--- config.mk ---
export PLATFORM = sky130hd
export DESIGN_NAME = pe_clk_gate_ctrl_flat
export DESIGN_NICKNAME = d
export VERILOG_FILES = /design/src/rtl/pe_clk_gate_ctrl_pkg.sv /design/src/rtl/pe_clk_gate_ctrl_if.sv /design/src/rtl/pe_clk_gate_ctrl_dom_fsm.sv /design/src/rtl/pe_clk_gate_ctrl.sv /design/src/flat_wrapper.sv
export SDC_FILE = /design/constraint.sdc
export NUM_CORES = 1
export LEC_CHECK = 0
export CAP_MARGIN = 10
export CELL_PAD_IN_SITES_DETAIL_PLACEMENT = 1
export CELL_PAD_IN_SITES_GLOBAL_PLACEMENT = 1
export CORE_UTILIZATION = 45
export CTS_BUF_LIST = sky130_fd_sc_hd__clkbuf_8 sky130_fd_sc_hd__clkbuf_16
export DETAILED_ROUTE_END_ITERATION = 12
export GPL_TIMING_DRIVEN = 0
export PLACE_DENSITY_LB_ADDON = 0.1
export SLEW_MARGIN = 20
export SYNTH_ARGS = -nofsm -noshare
export SYNTH_HDL_FRONTEND = slang
export SYNTH_SLANG_ARGS = --single-unit
--- constraint.sdc ---
create_clock -name clk -period 1.9 [get_ports clk]
set_input_delay 0.19 -clock clk [delete_from_list [all_inputs] [get_ports clk]]
set_output_delay 0.19 -clock clk [all_outputs]
set_load 0.02 [all_outputs]
--- src/rtl/pe_clk_gate_ctrl_pkg.sv ---
// rtl/pe_clk_gate_ctrl_pkg.sv - shared types and default constants for the PE clock-gating controller
package pe_clk_pkg;

    // Per-domain gating state
    typedef enum logic [1:0] {
        OFF  = 2'b00,
        WAKE = 2'b01,
        ON   = 2'b10
    } dom_state_t;

    localparam int DEF_N_DOM       = 4;
    localparam int DEF_IDLE_CYCLES = 16;
    localparam int DEF_WAKE_CYCLES = 2;
    localparam int DEF_IDLE_W      = 8;

endpackage

--- src/rtl/pe_clk_gate_ctrl_if.sv ---
// rtl/pe_clk_gate_ctrl_if.sv - handshake bundle between array controller and clock-gating controller
//   force_on, sleep_req, dom_req[N_DOM], dom_busy[N_DOM] : controller -> gating block
//   sleep_ack, clk_en[N_DOM], dom_rdy[N_DOM]              : gating block -> controller / gating cells
interface pe_clk_gate_ctrl_if #(
    parameter int N_DOM = 4
);
    logic             force_on;
    logic             sleep_req;
    logic             sleep_ack;
    logic [N_DOM-1:0] dom_req;
    logic [N_DOM-1:0] dom_busy;
    logic [N_DOM-1:0] clk_en;
    logic [N_DOM-1:0] dom_rdy;

    modport master (
        output force_on, sleep_req, dom_req, dom_busy,
        input  sleep_ack, clk_en, dom_rdy
    );

    modport slave (
        input  force_on, sleep_req, dom_req, dom_busy,
        output sleep_ack, clk_en, dom_rdy
    );
endinterface

--- src/rtl/pe_clk_gate_ctrl_dom_fsm.sv ---
// rtl/pe_clk_gate_ctrl_dom_fsm.sv - one gated domain: OFF/WAKE/ON state machine with wake and idle counters
//   clk, rst                               : free-running clock, async active-high reset
//   force_on, sleep_req, dom_req, dom_busy : control inputs for this domain
//   state                                  : current state (for sleep reduction and statistics)
//   clk_en, dom_rdy                        : registered enable and ready
module pe_clk_dom_fsm
    import pe_clk_pkg::*;
#(
    parameter int IDLE_CYCLES = DEF_IDLE_CYCLES,
    parameter int WAKE_CYCLES = DEF_WAKE_CYCLES,
    parameter int IDLE_W      = DEF_IDLE_W
) (
    input  logic       clk,
    input  logic       rst,
    input  logic       force_on,
    input  logic       sleep_req,
    input  logic       dom_req,
    input  logic       dom_busy,
    output dom_state_t state,
    output logic       clk_en,
    output logic       dom_rdy
);
    localparam int                WAKE_W    = (WAKE_CYCLES > 1) ? $clog2(WAKE_CYCLES) : 1;
    localparam logic [WAKE_W-1:0] WAKE_LAST = WAKE_W'(WAKE_CYCLES - 1);
    localparam logic [IDLE_W-1:0] IDLE_LAST = IDLE_W'(IDLE_CYCLES - 1);

    dom_state_t        state_q, state_d;
    logic [IDLE_W-1:0] idle_q, idle_d;
    logic [WAKE_W-1:0] wake_q, wake_d;
    logic              en_q, rdy_q;

    always_ff @(posedge clk or posedge rst) begin
        if (rst) begin
            state_q <= OFF;
            idle_q  <= '0;
            wake_q  <= '0;
            en_q    <= 1'b0;
            rdy_q   <= 1'b0;
        end else begin
            state_q <= state_d;
            idle_q  <= idle_d;
            wake_q  <= wake_d;
            // Dedicated flops rather than a decode of state_q, so the enable into
            // the gating cell never glitches on a WAKE->ON code change.
            en_q    <= (state_d != OFF);
            rdy_q   <= (state_d == ON);
        end
    end

    always_comb begin
        state_d = state_q;
        idle_d  = idle_q;
        wake_d  = wake_q;
        case (state_q)
            OFF: begin
                idle_d = '0;
                wake_d = '0;
                if ((dom_req || force_on) && !(sleep_req && !force_on))
                    state_d = WAKE;
            end
            WAKE: begin
                // Wake always runs to completion regardless of req/sleep changes.
                if (wake_q == WAKE_LAST) begin
                    state_d = ON;
                    idle_d  = '0;
                end else begin
                    wake_d = wake_q + 1'b1;
                end
            end
            ON: begin
                if (sleep_req && !force_on && !dom_busy) begin
                    state_d = OFF;
                end else if (dom_req || dom_busy || force_on) begin
                    // Activity wins over a coincident timeout.
                    idle_d = '0;
                end else if (idle_q == IDLE_LAST) begin
                    state_d = OFF;
                end else if (idle_q != '1) begin
                    idle_d = idle_q + 1'b1;
                end
            end
            default: state_d = OFF;
        endcase
    end

    assign state   = state_q;
    assign clk_en  = en_q;
    assign dom_rdy = rdy_q;

endmodule

--- src/rtl/pe_clk_gate_ctrl.sv ---
// rtl/pe_clk_gate_ctrl.sv - activity-driven clock-gating controller for the PE gated domains
//   clk, rst : free-running PE clock, async active-high reset
//   bus      : pe_clk_gate_ctrl_if.slave (force_on, sleep_req/ack, dom_req, dom_busy, clk_en, dom_rdy)
//   CLK_GATE_STATS_EN defined: stat_sel (in) selects a domain, stat_gated (out, 32) gives its
//   saturating count of clock edges spent OFF.
module pe_clk_gate_ctrl
    import pe_clk_pkg::*;
#(
    parameter int N_DOM       = DEF_N_DOM,
    parameter int IDLE_CYCLES = DEF_IDLE_CYCLES,
    parameter int WAKE_CYCLES = DEF_WAKE_CYCLES,
    parameter int IDLE_W      = DEF_IDLE_W
) (
    input  logic                     clk,
    input  logic                     rst,
    pe_clk_gate_ctrl_if.slave        bus
`ifdef CLK_GATE_STATS_EN
    ,
    input  logic [$clog2(N_DOM)-1:0] stat_sel,
    output logic [31:0]              stat_gated
`endif
);
    logic [N_DOM-1:0] dom_off;
    logic [N_DOM-1:0] clk_en_w;
    logic [N_DOM-1:0] dom_rdy_w;
    logic             sleep_ack_q;

    for (genvar i = 0; i < N_DOM; i++) begin : g_dom
        dom_state_t st;

        pe_clk_dom_fsm #(
            .IDLE_CYCLES(IDLE_CYCLES),
            .WAKE_CYCLES(WAKE_CYCLES),
            .IDLE_W     (IDLE_W)
        ) u_dom (
            .clk      (clk),
            .rst      (rst),
            .force_on (bus.force_on),
            .sleep_req(bus.sleep_req),
            .dom_req  (bus.dom_req[i]),
            .dom_busy (bus.dom_busy[i]),
            .state    (st),
            .clk_en   (clk_en_w[i]),
            .dom_rdy  (dom_rdy_w[i])
        );

        assign dom_off[i] = (st == OFF);
    end

    // force_on keeps ack low even on the edge where OFF domains are just leaving.
    always_ff @(posedge clk or posedge rst) begin
        if (rst) sleep_ack_q <= 1'b0;
        else     sleep_ack_q <= bus.sleep_req && !bus.force_on && (&dom_off);
    end

    assign bus.sleep_ack = sleep_ack_q;
    assign bus.clk_en    = clk_en_w;
    assign bus.dom_rdy   = dom_rdy_w;

`ifdef CLK_GATE_STATS_EN
    logic [31:0] gated_cnt [N_DOM];

    always_ff @(posedge clk or posedge rst) begin
        if (rst) begin
            for (int i = 0; i < N_DOM; i++) gated_cnt[i] <= '0;
        end else begin
            for (int i = 0; i < N_DOM; i++)
                if (dom_off[i] && (gated_cnt[i] != '1))
                    gated_cnt[i] <= gated_cnt[i] + 32'd1;
        end
    end

    assign stat_gated = gated_cnt[stat_sel];
`endif

endmodule
--- src/flat_wrapper.sv ---
// flat-port wrapper written by rule: the top's interface ports become plain ports
module pe_clk_gate_ctrl_flat import pe_clk_pkg::*;
#(
    parameter int N_DOM       = DEF_N_DOM,
    parameter int IDLE_CYCLES = DEF_IDLE_CYCLES,
    parameter int WAKE_CYCLES = DEF_WAKE_CYCLES,
    parameter int IDLE_W      = DEF_IDLE_W
)
  (clk, rst, bus_force_on, bus_sleep_req, bus_dom_req, bus_dom_busy, bus_sleep_ack, bus_clk_en, bus_dom_rdy);
  pe_clk_gate_ctrl_if #(.N_DOM(N_DOM)) bus_i ();
  input  logic clk;
  input  logic rst;
  input wire logic [$bits(bus_i.force_on)-1:0] bus_force_on;
  input wire logic [$bits(bus_i.sleep_req)-1:0] bus_sleep_req;
  input wire logic [$bits(bus_i.dom_req)-1:0] bus_dom_req;
  input wire logic [$bits(bus_i.dom_busy)-1:0] bus_dom_busy;
  output wire logic [$bits(bus_i.sleep_ack)-1:0] bus_sleep_ack;
  output wire logic [$bits(bus_i.clk_en)-1:0] bus_clk_en;
  output wire logic [$bits(bus_i.dom_rdy)-1:0] bus_dom_rdy;
  assign bus_i.force_on = bus_force_on;
  assign bus_i.sleep_req = bus_sleep_req;
  assign bus_i.dom_req = bus_dom_req;
  assign bus_i.dom_busy = bus_dom_busy;
  assign bus_sleep_ack = bus_i.sleep_ack;
  assign bus_clk_en = bus_i.clk_en;
  assign bus_dom_rdy = bus_i.dom_rdy;
  pe_clk_gate_ctrl #(.N_DOM(N_DOM), .IDLE_CYCLES(IDLE_CYCLES), .WAKE_CYCLES(WAKE_CYCLES), .IDLE_W(IDLE_W)) u_core (.clk(clk), .rst(rst), .bus(bus_i));
endmodule
==> impl_metrics.json, run 1 <==
{
  "status": "finished clean",
  "wl_per_cell_microns": 17.0,
  "slew_headroom_pct": 55.4,
  "critPathCapture": "u_core.g_dom[3].u_dom.idle_q[4]$_DFFE_PP0P_",
  "yosys-top-cells-area": "dfrtp_1, a31oi_1, and3_1",
  "tightest_slew_ps": 669,
  "fillers": 697,
  "r2r_slack_ps": 90,
  "drc": 0,
  "die_x_microns": 83.2,
  "track_usage_pct": 21.3,
  "ys_ff_latch": 53,
  "min_period_ps": 1810,
  "avgSynthCellArea_sq_um": 10.2,
  "synth_top_family_by_area": "simple AND/OR/NAND/NOR gates",
  "cap_violations": 0,
  "cp.required_ps": 2080,
  "yosys.area_share.adder_pct": 1.68,
  "r2r_start": "u_core.g_dom[3].u_dom.idle_q[6]$_DFFE_PP0P_",
  "syn-cell-area_sq_um": 2970,
  "io_buffers": 20,
  "hold_class": "in -> async",
  "nets": 335,
  "finalSetupViolCount": 0,
  "areaGrowthSynthToFinish_pct": 14.6,
  "powerDensity_nw_per_um2": 1050,
  "grt_overflow": 0,
  "synth_top_area_share_pct": 44.7,
  "crit_start": "u_core.g_dom[3].u_dom.idle_q[6]$_DFFE_PP0P_",
  "cts_root_buf": "clkbuf_8",
  "dp_hpwl_microns": 4750,
  "routabilityCongestion": 0.783,
  "synthCells": 291,
  "muxShareOfSynthArea_pct": 2.11,
  "grt_max_degree": 54,
  "vdd_drop_max_mv": 0.633,
  "start_util_pct": 46.8,
  "cp-end-kind": "flip-flop",
  "cts_buffers": 5,
  "synth_nets": 307,
  "wl_microns": 6760,
  "crit_fanout": 7,
  "die_y_microns": 83.2,
  "ys_seq_area_share_pct": 44.7,
  "reg2reg_depth": 4,
  "coreArea_sq_um": 6350,
  "drt_iter0_markers": 95,
  "synth_top_area_cell": "dfrtp_1",
  "clock_latency_ps": 310,
  "antennaDiodeCount": 0,
  "synth_cell_types": 53,
  "holdWs_ps": 325,
  "grt_pass1_wl_microns": 12000,
  "io_pins": 21,
  "dr.pass1.iters": 4,
  "drive_gt1_share_pct": 16.9,
  "post-route-period-util_pct": 95.0,
  "dr_total_vias": 2405,
  "ant_nets": 0,
  "cts_tree": "yes",
  "fin_skew_ps": 8.33,
  "clk_path_buf_depth": 2,
  "startpoint_type": "flip-flop",
  "hold_violations": 0,
  "setup_slack_ps": 94.3,
  "crit_arrival_ps": 1980,
  "dieArea_sq_um": 6930,
  "leakage_nw": 1.43,
  "synth_compound_area_share_pct": 21.6,
  "r2r-end": "u_core.g_dom[3].u_dom.idle_q[4]$_DFFE_PP0P_",
  "critical_path_class": "reg -> reg",
  "maxSlewViolCount": 0,
  "synth-simple-area-share_pct": 25.2,
  "fmax_mhz": 554,
  "pre_cts_ws_ps": -354,
  "htreeDepth": 2,
  "synthXorXnorAreaFrac_pct": 0,
  "grt_pass1_vias": 2443,
  "routed_via_density": 6.06,
  "ys_warn_count": 0,
  "synth_edf_count": 0,
  "antenna_found_initial": 0,
  "rsz0062_at_grt": "false",
  "yosys_most_used_dff": "dfrtp_1",
  "rows": 29,
  "async_flop_share_pct": 100,
  "power_w": 0.00358,
  "cts_sinks": 53,
  "clk_pin_slew_ps": 100
}
==> flip-flops by register name, indices dropped and copies added (netlist names) <==
register and cells:
u_core.g_dom.u_dom.wake_q 4, u_core.g_dom.u_dom.state 8, u_core.g_dom.u_dom.clk_en 4, u_core.g_dom.u_dom.idle_q 32, u_core.bus.sleep_ack 1, u_core.g_dom.u_dom.dom_rdy 4
==> metal layers <==
metal | GRT usage [%] | part of all wire, % | vias up
met4 | 6.58 | 1.5 | 0
met5 | 0 | 0 | -
met1 | 27.6 | 46 | 1210
met2 | 36.1 | 50 | 26
met3 | 3.88 | 2.0 | 7
li1 | - | - | 1162
==> critical path: stages (launching register included) <==
cell     delay, ps
dfrtp_1        430
or4_4          590
a211o_2        390
a31oi_1        210
a31oi_1         60
==> what timing repair did <==
item | 4_1_cts | 5_1_grt
buffers inserted | 1 | 0
hold buffers | 0 | 0
gates resized for setup | 1 | 4
pin swaps | 1 | 0
endpoints found under the setup margin | 10 | 21
==> cell families after synthesis <==
group	count (synthesis)
simple gates	118
compound gates	85
flops	53
buf+inv	25
mux	6
fa+ha+maj	4
==> cell usage after synthesis, drive strengths merged (4+ instances only) <==
| cell | number |
|---|---|
| dfrtp | 53 |
| a31oi | 44 |
| and3 | 20 |
| nand2b | 16 |
| nand2 | 15 |
| buf | 13 |
| o21ai | 13 |
| nor2 | 11 |
| inv | 10 |
| nand3 | 10 |
| nor3 | 10 |
| nor3b | 5 |
| nor4 | 5 |
| or3 | 5 |
| a221oi | 4 |
| ha | 4 |
| mux2i | 4 |
| nor2b | 4 |
| or2 | 4 |
==> stage by stage <==
step           instances  util (%)  TNS (ps)  area, sq um
3_3_place_gp         388      51.4    -41010         3270
6_report             397      53.6         0         3400
5_1_grt              397      53.6         0         3400
4_1_cts              397      53.3         0         3380
2_1_floorplan        291         -         0         2970
3_5_place_dp         388      51.5     -8920         3270
==> worst min-delay path by stage <==
stage,startpoint,end
after floorplan,bus_dom_req[1],u_core.g_dom[1].u_dom.state[0]$_DFF_PP0_
after global placement,u_core.g_dom[0].u_dom.idle_q[2]$_DFFE_PP0P_,u_core.g_dom[0].u_dom.idle_q[2]$_DFFE_PP0P_
after detailed placement,u_core.g_dom[2].u_dom.idle_q[7]$_DFFE_PP0P_,u_core.g_dom[2].u_dom.idle_q[7]$_DFFE_PP0P_
after CTS,rst,u_core.g_dom[1].u_dom.idle_q[0]$_DFFE_PP0P_
after global routing,rst,u_core.g_dom[1].u_dom.idle_q[2]$_DFFE_PP0P_
final,rst,u_core.g_dom[1].u_dom.idle_q[0]$_DFFE_PP0P_
==> report_power, final <==
group          switching, W  internal (W)
logic              0.000733      0.000637
clock network      0.000369      0.000330
registers          0.000172       0.00134
==> layout make-up <==
| class | instances | area [sq um] | area share (%) |
|---|---|---|---|
| clock buffer | 7 | 96.3 | 2.83 |
| clock inverter | 1 | 5.00 | 0.147 |
| timing repair buffer | 21 | 210 | 6.18 |
| tap | 77 | 96.3 | 2.83 |
| multi-input combinational | 213 | 1520 | 44.8 |
| inverter | 10 | 40.0 | 1.18 |
| buffer | 15 | 105 | 3.09 |
| sequential | 53 | 1330 | 39.0 |
==> cell usage in the layout, fill, tap and decap left out, drive strengths merged, types with 9 or more instances in the layout <==
cell / count
nand2b: 16
inv: 10
buf: 14
o21ai: 13
nand3: 10
nor2: 11
and3: 20
clkbuf: 9
a31oi: 44
dfrtp: 53
clkdlybuf4s50: 19
nand2: 15
nor3: 10
Power figures use the tool's default switching activity.
==> run 2, diff against run 1 <==
==> constraint.sdc (replaced) <==
create_clock -name clk -period 2.15 [get_ports clk]
set_input_delay 0.43 -clock clk [delete_from_list [all_inputs] [get_ports clk]]
set_output_delay 0.43 -clock clk [all_outputs]
set_load 0.02 [all_outputs]
==> run 2 against run 1 <==
Effect of this change:
- wire length shrank 0.37%
- first-iteration DRC count shrank 4.2%
- die area is the same
- non-clock buffer count is the same
- via count is essentially flat
- final area shrank 0.37%
- critical path type is now in -> reg
- worst hold slack gained 200 ps
==> impl_metrics.json, run 2 (synthesized netlist as in run 1, its figures left out) <==
{
  "setup_slack_ps": 191,
  "dr.pass1.iters": 4,
  "drc": 0,
  "ant_nets": 0,
  "grt_max_degree": 54,
  "critical_path_class": "in -> reg",
  "wl_microns": 6730,
  "r2r_start": "u_core.g_dom[3].u_dom.idle_q[6]$_DFFE_PP0P_",
  "cp.required_ps": 2350,
  "finalSetupViolCount": 0,
  "rows": 29,
  "hold_violations": 0,
  "placed_area_sq_um": 3270,
  "start_util_pct": 46.8,
  "final_cell_mix": "dfrtp_1, a31oi_1, and3_1",
  "cts_sinks": 53,
  "status": "finished clean",
  "io_buffers": 20,
  "cts_root_buf": "clkbuf_8",
  "rsz0062_at_grt": "false",
  "grt_pass1_vias": 2443,
  "slowest_delay_ps": 480,
  "cpMaxStageDelayCell": "clkdlybuf4s50_1",
  "largest_reg_flops": 32,
  "crit_arrival_ps": 2160,
  "routabilityCongestion": 0.783,
  "routed_via_density": 6.05,
  "antenna_found_initial": 0,
  "antennaDiodeCount": 0,
  "io_pins": 21,
  "drive_gt1_share_pct": 16.3,
  "nets": 335,
  "clk_pin_slew_ps": 100,
  "cp_top_family": "simple AND/OR/NAND/NOR gates",
  "dp_hpwl_microns": 4750,
  "tightest_slew_ps": 667,
  "crit_path_cell_trace": "clkdlybuf4s50_1, buf_4, nor3b_1, nor2_1, a31o_2, or2_1",
  "cap_violations": 0,
  "drt_iter0_markers": 91,
  "vdd_drop_max_mv": 0.560,
  "leakage_nw": 1.43,
  "die_x_microns": 83.2,
  "cp-end-kind": "flip-flop",
  "clk_path_buf_depth": 2,
  "regMostFlops": "u_core.g_dom.u_dom.idle_q",
  "powerDensity_nw_per_um2": 934,
  "slew_headroom_pct": 55.5,
  "final_common_cell": "dfrtp_1",
  "die_y_microns": 83.2,
  "wl_per_cell_microns": 17.0,
  "critPathBufInv": 2,
  "crit_fanout": 10,
  "coreArea_sq_um": 6350,
  "fin_skew_ps": 7.15,
  "hold_class": "reg -> reg",
  "fmax_mhz": 510,
  "areaGrowthSynthToFinish_pct": 14.2,
  "cts_tree": "yes",
  "crit_start": "bus_sleep_req",
  "min_period_ps": 1960,
  "hold_path_startpoint": "u_core.g_dom[2].u_dom.idle_q[7]$_DFFE_PP0P_",
  "grt_pass1_wl_microns": 12000,
  "maxSlewViolCount": 0,
  "clock_latency_ps": 310,
  "dr_total_vias": 2403,
  "grt_overflow": 0,
  "final_core_util_pct": 53.4,
  "holdWs_ps": 525,
  "startpoint_type": "input pin",
  "htreeDepth": 2,
  "dieArea_sq_um": 6930,
  "pre_cts_ws_ps": -344,
  "post-route-period-util_pct": 91.1,
  "finish.instance_area_sq_um": 3390,
  "cts_buffers": 5,
  "fillers": 701,
  "track_usage_pct": 21.3
}
run 2: cell types whose count changed in the layout (fill, tap and decap cells not counted):
cell and delta:
nor4_1 +2, nor4_2 -2
run 2: repair_timing:
item / in CTS / in global routing
hold buffers: 0 / 0
setup endpoints to repair: 10 / 19
gates resized for setup: 1 / 2
setup buffers: 1 / 0
pin swaps: 1 / 0
run 2: cell type report:
cell class                 count  area, sq um  share of cell area [%]
buffer                        15          105                    3.10
tap                           77         96.3                    2.84
multi-input combinational    213         1510                    44.6
clock inverter                 1         5.00                   0.148
clock buffer                   7         96.3                    2.84
sequential                    53         1330                    39.1
timing repair buffer          21          210                    6.20
inverter                      10         40.0                    1.18
run 2: stage by stage:
step           setup TNS, ps  total power, W  std cells
6_report                   0         0.00317        397
5_1_grt                    0         0.00336        397
4_1_cts                    0         0.00321        397
3_5_place_dp           -8530         0.00257        388
3_3_place_gp          -40110         0.00253        388
2_1_floorplan              0         0.00219        291
run 2: path summary, 6_finish.rpt:
| path | endpoint | cells past startpoint | slack (ps) |
|---|---|---|---|
| setup / recovery | u_core.g_dom[1].u_dom.clk_en$_DFF_PP0_ | 6 | 190 |
| hold / removal | u_core.g_dom[2].u_dom.idle_q[7]$_DFFE_PP0P_ | 1 | 530 |
| setup reg to reg | u_core.g_dom[3].u_dom.idle_q[4]$_DFFE_PP0P_ | 4 | 340 |
| hold reg to reg | u_core.g_dom[2].u_dom.idle_q[7]$_DFFE_PP0P_ | 1 | 530 |
| max in group asynchronous | u_core.g_dom[0].u_dom.idle_q[4]$_DFFE_PP0P_ | 2 | 1130 |
| min in group asynchronous | u_core.g_dom[1].u_dom.idle_q[0]$_DFFE_PP0P_ | 2 | 560 |
run 2: where the power goes:
| group | internal (W) | switching (W) |
|---|---|---|
| Combinational | 0.000563 | 0.000648 |
| Sequential | 0.00118 | 0.000152 |
| Clock | 0.000292 | 0.000329 |
| Total | 0.00204 | 0.00113 |
run 2: worst reg2reg max path: stages (launching register included):
cell and delay, ps:
dfrtp_1 430, or4_4 590, a211o_2 390, a31oi_1 210
a31oi_1 60
run 2: per-layer routing:
metal / GRT usage (%) / vias to the layer above / routed length, microns
li1: - / 1164 / -
met1: 27.6 / 1207 / 3140
met2: 36.1 / 25 / 3360
met3: 3.88 / 7 / 138
met4: 6.58 / 0 / 98
met5: 0 / - / 0
==> run 3, diff against run 2 <==
- CORE_ASPECT_RATIO: default -> 1.5
==> run 3 against run 2 <==
Effect of this change:
- critical path depth unchanged
- flip-flop and latch count stayed put
- global-route usage decreased by 0.47 points
- final cell count decreased by 1.0%
- core utilization rose by 0.59 points
- register-to-register slack worse by 30 ps
- combinational power is essentially flat
- sequential power about the same
- setup slack got worse by 20 ps
==> impl_metrics.json, run 3 (synthesized netlist as in run 1, its figures left out) <==
{
  "grt_pass1_wl_microns": 11000,
  "placed_cells": 385,
  "critical_path_class": "in -> reg",
  "status": "finished clean",
  "leakage_nw": 1.42,
  "fin_cells": 393,
  "powerDensity_nw_per_um2": 957,
  "swShare_pct": 34.4,
  "rsz0062_at_grt": "false",
  "coreArea_sq_um": 6260,
  "grt_overflow": 0,
  "cp-end-kind": "flip-flop",
  "crit_fanout": 10,
  "io_pins": 21,
  "clock_latency_ps": 300,
  "reg2reg_depth": 4,
  "power_w": 0.00324,
  "finalSetupViolCount": 0,
  "final_core_util_pct": 54.0,
  "htreeDepth": 2,
  "dr.pass1.iters": 4,
  "hold_class": "reg -> reg",
  "hold_violations": 0,
  "die_y_microns": 102,
  "fmax_mhz": 505,
  "crit_arrival_ps": 2180,
  "die_x_microns": 68.3,
  "startpoint_type": "input pin",
  "drt_iter0_markers": 63,
  "fin_skew_ps": 9.87,
  "drive_gt1_share_pct": 15.0,
  "crit_cells": 6,
  "placed_area_sq_um": 3270,
  "cpMaxStageDelayCell": "clkdlybuf4s50_1",
  "routed_via_density": 6.24,
  "vdd_drop_max_mv": 0.399,
  "cts_root_buf": "clkbuf_8",
  "cap_violations": 0,
  "rows": 35,
  "dp_hpwl_microns": 4620,
  "clk_path_buf_depth": 2,
  "maxSlewViolCount": 0,
  "cts_tree": "yes",
  "grt_pass1_vias": 2444,
  "p_int_w": 0.00212,
  "crit_path_cell_trace": "clkdlybuf4s50_1, buf_4, nor3b_1, nor2_1, a31o_2, or2_1",
  "cts_buffers": 5,
  "cts_setup_buffers": 0,
  "hold_depth": 1,
  "antenna_found_initial": 0,
  "seq_power_share_pct": 41.3,
  "cp.required_ps": 2350,
  "track_usage_pct": 20.8,
  "regMostFlops": "u_core.g_dom.u_dom.idle_q",
  "netSwitchingPower_w": 0.00111,
  "start_util_pct": 47.4,
  "largest_reg_flops": 32,
  "clk_pin_slew_ps": 100,
  "grt_max_degree": 54,
  "finish.instance_area_sq_um": 3380,
  "slowest_delay_ps": 490,
  "post-route-period-util_pct": 92.1,
  "routabilityCongestion": 0.753,
  "fillers": 719,
  "wl_microns": 6670,
  "critPathBufInv": 2,
  "ant_nets": 0,
  "dieArea_sq_um": 6940,
  "tightest_slew_ps": 673,
  "setup-tns-final_ps": 0,
  "slew_headroom_pct": 55.1,
  "io_buffers": 20,
  "areaGrowthSynthToFinish_pct": 13.8,
  "cp_top_family": "simple AND/OR/NAND/NOR gates",
  "clock_power_share_pct": 21.9,
  "nets": 334,
  "cts_sinks": 53,
  "min_period_ps": 1980,
  "drc": 0,
  "final_common_cell": "dfrtp_1",
  "combPwrFrac_pct": 36.8,
  "wl_per_cell_microns": 17.0,
  "dr_total_vias": 2451,
  "final_cell_mix": "dfrtp_1, a31oi_1, and3_1",
  "antennaDiodeCount": 0
}
-- run 3: final cells by class --
type	count	area [sq um]	area share (%)
inverters	10	40.0	1.18
multi-input cells	213	1500	44.4
clock inverters	2	33.8	0.999
clock buffers	6	82.6	2.44
plain buffers	15	105	3.11
well taps	74	92.6	2.74
flip-flops and latches	53	1330	39.2
repair buffers	20	199	5.88
-- run 3: worst paths after layout --
| path | start | slack, ps | end |
|---|---|---|---|
| worst max-delay path | bus_sleep_req | 170 | u_core.g_dom[1].u_dom.clk_en$_DFF_PP0_ |
| worst min-delay path | u_core.g_dom[0].u_dom.idle_q[2]$_DFFE_PP0P_ | 500 | u_core.g_dom[0].u_dom.idle_q[2]$_DFFE_PP0P_ |
| worst max register to register | u_core.g_dom[2].u_dom.idle_q[4]$_DFFE_PP0P_ | 310 | u_core.g_dom[2].u_dom.idle_q[6]$_DFFE_PP0P_ |
| worst min register to register | u_core.g_dom[0].u_dom.idle_q[2]$_DFFE_PP0P_ | 500 | u_core.g_dom[0].u_dom.idle_q[2]$_DFFE_PP0P_ |
| max in group asynchronous | rst | 1120 | u_core.g_dom[1].u_dom.state[1]$_DFF_PP0_ |
| min in group asynchronous | rst | 590 | u_core.g_dom[3].u_dom.idle_q[5]$_DFFE_PP0P_ |
-- run 3: what timing repair did --
item                                    4_1_cts  5_1_grt
resized for setup                             1        0
hold buffers                                  0        0
endpoints found under the hold margin         0        0
endpoints found under the setup margin        6        0
-- run 3: power by group through the flow --
stage	logic, W	registers, W	clock network [W]
finish	0.00119	0.00134	0.000708
detailed placement	0.00121	0.00135	0
floorplan	0.000881	0.00131	0
global placement	0.00119	0.00135	0
CTS	0.00122	0.00134	0.000738
global route	0.00131	0.00136	0.000765
-- run 3: through the flow --
step / hold slack, ps / setup slack [ps]
finish: 502 / 171
global route: 546 / 80.1
CTS: 506 / 161
detailed placement: 492 / -351
global placement: 491 / -635
floorplan: 457 / 434
-- run 3: routing by layer --
layer | GRT usage (%) | vias to the layer above | part of all wire, %
li1 | - | 1160 | -
met1 | 24.7 | 1267 | 44
met2 | 37.4 | 18 | 53
met3 | 3.15 | 6 | 1.5
met4 | 6.41 | 0 | 1.2
met5 | 0 | - | 0
